**src/rtl/image_write.sv**
```systemverilog
// image_write: writes a framed multi-lane pixel stream into linear image memory from a base address
module image_write #(
  parameter int CFG_DWIDTH = 32,
  parameter int CFG_AWIDTH = 5,
  parameter int GROUP_NB   = 4,
  parameter int IMG_WIDTH  = 16,
  parameter int MEM_AWIDTH = 16
) (
  input  logic                          clk,
  input  logic                          rst_n,
  input  logic [CFG_DWIDTH-1:0]         cfg_data,
  input  logic [CFG_AWIDTH-1:0]         cfg_addr,
  input  logic                          cfg_valid,
  input  logic                          next,
  input  logic [GROUP_NB*IMG_WIDTH-1:0] image_bus,
  input  logic                          image_last,
  input  logic                          image_val,
  output logic                          image_rdy,
  output logic                          wr_val,
  output logic [MEM_AWIDTH-1:0]         wr_addr,
  output logic [GROUP_NB*IMG_WIDTH-1:0] wr_data,
  output logic                          busy,
  output logic                          done,
  output logic                          err
);
  typedef enum logic [1:0] {IDLE, WRITE, DONE} state_t;
  state_t state;
  logic [15:0] img_w, img_h, img_d, w_cnt, h_cnt, d_cnt;
  logic [MEM_AWIDTH-1:0] base, addr_cnt;
  logic beat, w_last, h_last, last;
  assign beat   = image_val & image_rdy;
  assign w_last = w_cnt == img_w;
  assign h_last = h_cnt == img_h;
  assign last   = w_last & h_last & (d_cnt == img_d);
  // size and base registers; only writable while idle so a running image keeps its geometry
  always_ff @(posedge clk or negedge rst_n) begin
    if (!rst_n) begin
      img_w <= '0;
      img_h <= '0;
      img_d <= '0;
      base  <= '0;
    end else if (cfg_valid && state == IDLE) begin
      if (cfg_addr == CFG_AWIDTH'(8)) img_w <= cfg_data[15:0];
      if (cfg_addr == CFG_AWIDTH'(9)) {img_d, img_h} <= cfg_data[31:0];
      if (cfg_addr == CFG_AWIDTH'(10)) base <= cfg_data[MEM_AWIDTH-1:0];
    end
  end
  // control FSM with dimension counters, framing check and the registered write port
  always_ff @(posedge clk or negedge rst_n) begin
    if (!rst_n) begin
      state     <= IDLE;
      w_cnt     <= '0;
      h_cnt     <= '0;
      d_cnt     <= '0;
      addr_cnt  <= '0;
      image_rdy <= 1'b0;
      busy      <= 1'b0;
      done      <= 1'b0;
      err       <= 1'b0;
      wr_val    <= 1'b0;
      wr_addr   <= '0;
      wr_data   <= '0;
    end else begin
      wr_val <= 1'b0;
      done   <= 1'b0;
      case (state)
        IDLE: if (next) begin
          state     <= WRITE;
          w_cnt     <= '0;
          h_cnt     <= '0;
          d_cnt     <= '0;
          addr_cnt  <= base;
          err       <= 1'b0;
          image_rdy <= 1'b1;
          busy      <= 1'b1;
        end
        WRITE: if (beat) begin
          wr_val   <= 1'b1;
          wr_addr  <= addr_cnt;
          wr_data  <= image_bus;
          addr_cnt <= addr_cnt + 1'b1;
          w_cnt    <= w_last ? '0 : w_cnt + 1'b1;
          if (w_last) h_cnt <= h_last ? '0 : h_cnt + 1'b1;
          if (w_last && h_last) d_cnt <= d_cnt + 1'b1;
          if (image_last != last) err <= 1'b1;
          if (last) begin
            state     <= DONE;
            image_rdy <= 1'b0;
            done      <= 1'b1;
          end
        end
        DONE: begin
          state <= IDLE;
          busy  <= 1'b0;
        end
        default: state <= IDLE;
      endcase
    end
  end
endmodule

```
**config.mk**
```make
export PLATFORM = sky130hd
export DESIGN_NAME = image_write
export DESIGN_NICKNAME = d
export VERILOG_FILES = /design/src/rtl/image_write.sv
export SDC_FILE = /design/constraint.sdc
export NUM_CORES = 1
export LEC_CHECK = 0
export CORE_MARGIN = 10
export CORE_UTILIZATION = 41
export CTS_CLUSTER_DIAMETER = 80
export DETAILED_ROUTE_END_ITERATION = 8
export PLACE_DENSITY = 0.66
export SYNTH_ARGS = -nofsm -noshare
export SYNTH_HDL_FRONTEND = slang
export SYNTH_SLANG_ARGS = --single-unit
```
**constraint.sdc**
```tcl
create_clock -name clk -period 6.06 [get_ports clk]
set_input_delay 1.818 -clock clk [delete_from_list [all_inputs] [get_ports clk]]
set_output_delay 1.818 -clock clk [all_outputs]
set_load 0.02 [all_outputs]
```
==> results.md <==
• 960 — number of standard cells after synthesis
• 9620 um2 — area of the mapped netlist
• 4.18 ns — WP data arrival
• 0.432 — sequential share of power
• met2 — Most Used Layer, Global Route
• 30000 um2 — die area
• 42600 um — first-pass GRT wire length
• sky130_fd_sc_hd__nor3_2 — CP max-delay cell
• 26500 um — Total Wirelength
• 3.78 ns — post-layout minimum cycle time
• 1.28 ns — Worst Tran Pin Value
• 0.421 — effective utilization at floorplan
• 0 — number of warnings issued by yosys
• 173 um — Die Y-Extent
• 653 — Iter 0 DRT Violations
• 0.559 — portion of synthesized cell area occupied by the leading cell type
• sky130_fd_sc_hd__clkbuf_16 — library cell used as clock root buffer
• 0 — Remaining DRCs
• 0 — antenna cells
• flip-flop — crit end category
• finished clean — run status
• 0 — final setup fails
• 1 — H-tree depth
• 0 ns — summed negative setup slack over all endpoints
• 0 — post-CTS resize count
• 0.06 ns — Clock transition at path regs
• 0.154 — power share of the combinational group
• 18700 um — post-DP HPWL
• primary input — critical path launch point type
• sky130_fd_sc_hd__nand2_1 (275), sky130_fd_sc_hd__dfrtp_1 (215), sky130_fd_sc_hd__mux2_2 (64) — most instantiated cells after synthesis
• 215 — total of flip-flops plus latches after synthesis
• 16 — crit-path max FO
• sky130_fd_sc_hd__dfrtp_1 (56%), sky130_fd_sc_hd__nand2_1 (11%), sky130_fd_sc_hd__mux2_2 (7.5%) — top post-synthesis cells by area
• false — RSZ-0062 raised after global routing
• 0.111 — fraction of final layout cells with drive strength greater than 1
• 0.262 — share of total power consumed by net switching
• 0 — count of final hold-check violations
• 173 um — die boundary width
• 1071 — Syn Nets
• sky130_fd_sc_hd__nand2_1 — cell with the most instances after synthesis
• 0 — # Max-Cap Violations
• 0.00280 W — internal power consumption
• 1473 — number of standard cells in the layout, taps in and fillers out
• 0 — Post-synth EDFFs
• 215 — Clock Sink Count
• 0.98 ns — maximum cell stage delay along the critical path
• 0.52 ns — insertion delay of the later-clocked pin in the worst-skew pair
• 0.624 — final critical-path share of the clock period
• 0 — aggregate global routing overflow
• 3 — maximum number of buffers from clock root to sink
• 0.177 mV — peak supply drop
• 0.000997 W — Net Sw Power
• 298 nW/um2 — total power per unit cell area
• 1430 — post-placement cell count
• 24 — Inserted Clock Buffers
• 6.46 ns — Data required, critical path
• 0.559 — part of the Yosys area used for sequential elements
• 6 — length of the first detailed-routing pass in iterations
• 0.296 — met2 GRT Util
• 32.5% — Layout area overhead
• 11900 um2 — cell area reported after detailed placement
• sky130_fd_sc_hd__dfrtp_1 — dominant cell type by area after synthesis
• flip-flop to flip-flop — worst min-delay path category
• 3.03 ns — register-to-register setup slack
• 48 — count of distinct cell types in the synthesized netlist
• 5.17 — vias per cell
• 0.173 — Total GRT Usage
• sky130_fd_sc_hd__dfrtp_1 — Most used DFF post-synth
• yes — clock tree from TritonCTS
• 10.0 um2 — mean cell area of the mapped netlist
• 7508 — via count of the first global-routing pass
• 191 — number of I/O port buffers
• 12700 um2 — post-route design area
• 0.802 — global placement routability congestion
• 0.140 — Slew headroom
• 22800 um2 — Core Area
• 0.471 ns — worst hold-check slack
• 7618 — via total after detailed routing
• 0 — final-report max-slew violation count
• 5.84 nW — Static Leak
• 18.0 um — average detailed-routed wire length per instance
• 0.225 — global routing met1 resource utilization
• 192 — IO Count
• 0.0264 — met3 Resource Use GR
• 1.00 — asr flop ratio synth
• 265 MHz — top achievable clock speed
• 0 — CTS hold repair buffers
• 55 — row count
• 0.0140 ns — worst clock skew on the final layout
• 124 — pin count of the biggest net entering global routing
• primary input to flip-flop — kind of critical path
• 0.413 — power share of the clock group
• 0 — post-route antenna net violation count
• 0 — Post-CTS Repair Setup Buffers
• 0 — number of antenna violations at the first check in global routing
• 1254 — Nets
• clkdlybuf4s50_1, nor4bb_1, nand2_1, nor3_2, mux2_2 — critical path cell sequence
## cell usage in the layout, fill, tap and decap left out, drive strengths merged, types with 2 or more instances in the layout
| cell type | n |
|---|---|
| a21bo | 4 |
| a21oi | 41 |
| a22o | 9 |
| a31oi | 3 |
| and2 | 3 |
| and3 | 11 |
| and4 | 4 |
| buf | 11 |
| bufinv | 4 |
| clkbuf | 34 |
| clkdlybuf4s50 | 190 |
| clkinv | 4 |
| dfrtp | 215 |
| ha | 4 |
| inv | 14 |
| mux2 | 64 |
| mux2i | 2 |
| nand2 | 275 |
| nand2b | 6 |
| nand3 | 30 |
| nand4 | 20 |
| nor2 | 40 |
| nor2b | 2 |
| nor3 | 8 |
| nor4 | 8 |
| o21a | 3 |
| o21ai | 35 |
| o22ai | 6 |
| o2bb2ai | 4 |
| o31ai | 17 |
| o32ai | 3 |
| or3 | 3 |
| or4 | 13 |
| xnor2 | 42 |
| xor2 | 17 |
## final cells by class
type                    instances  area, um2
fillers                      2026      10100
flip-flops and latches        215       5380
multi-input cells             687       4050
repair buffers                201       2000
clock buffers                  34        719
well taps                     313        392
clock inverters                 9        148
inverters                      14       52.6
## flip-flops by register name (all words and copies together) (netlist names)
name and flops:
wr_val 1, d_cnt 16, w_cnt 16, image_rdy 1, addr_cnt 16, img_h 16, busy 1, err 1
wr_data 64, img_w 16, wr_addr 16, state 2, base 16, img_d 16, done 1, h_cnt 16
## final timing paths
kind                                   from          end  cells after the start
min in group asynchronous             rst_n     h_cnt[8]                      1
worst max register to register     h_cnt[2]    d_cnt[14]                      6
worst max-delay path            cfg_addr[3]    img_w[14]                      5
max in group asynchronous             rst_n  wr_data[16]                      2
worst min register to register  wr_data[30]  wr_data[30]                      2
worst min-delay path            wr_data[30]  wr_data[30]                      2
## cell families after synthesis
group,Yosys count,share of synthesized area
simple gates,427,0.196
flops,215,0.559
compound gates,131,0.0852
mux,66,0.0770
xor+xnor,59,0.0537
buf+inv,58,0.0233
fa+ha+maj,4,0.00520
## routing by layer
layer  wire length (um)  vias up
met5                  0        -
met4                588        0
met3               1190       43
met2              13200      210
met1              11500     3704
li1                   -     3661
## critical path, delay by kind of cell
| kind | cells | cell delay (ns) |
|---|---|---|
| AND/OR/NAND/NOR | 3 | 1.47 |
| buffers and inverters | 1 | 0.45 |
| multiplexers | 1 | 0.43 |
## power by group through the flow
stage                     combinational (W)  clock [W]  sequential, W
final                              0.000587    0.00157        0.00164
after CTS                          0.000599    0.00161        0.00164
after global placement             0.000589          0        0.00166
after floorplan                    0.000225          0        0.00171
after detailed placement           0.000595          0        0.00167
after global routing               0.000641    0.00166        0.00166
## stage by stage
step	power (W)	utilization	setup WS, ns
after floorplan	0.00194	-	2.51
after global placement	0.00225	0.520	1.72
after detailed placement	0.00226	0.520	1.66
after CTS	0.00385	0.558	2.19
after global routing	0.00396	0.558	2.06
final	0.00380	0.558	2.28
Note: power is estimated with default switching activity, not from simulation.
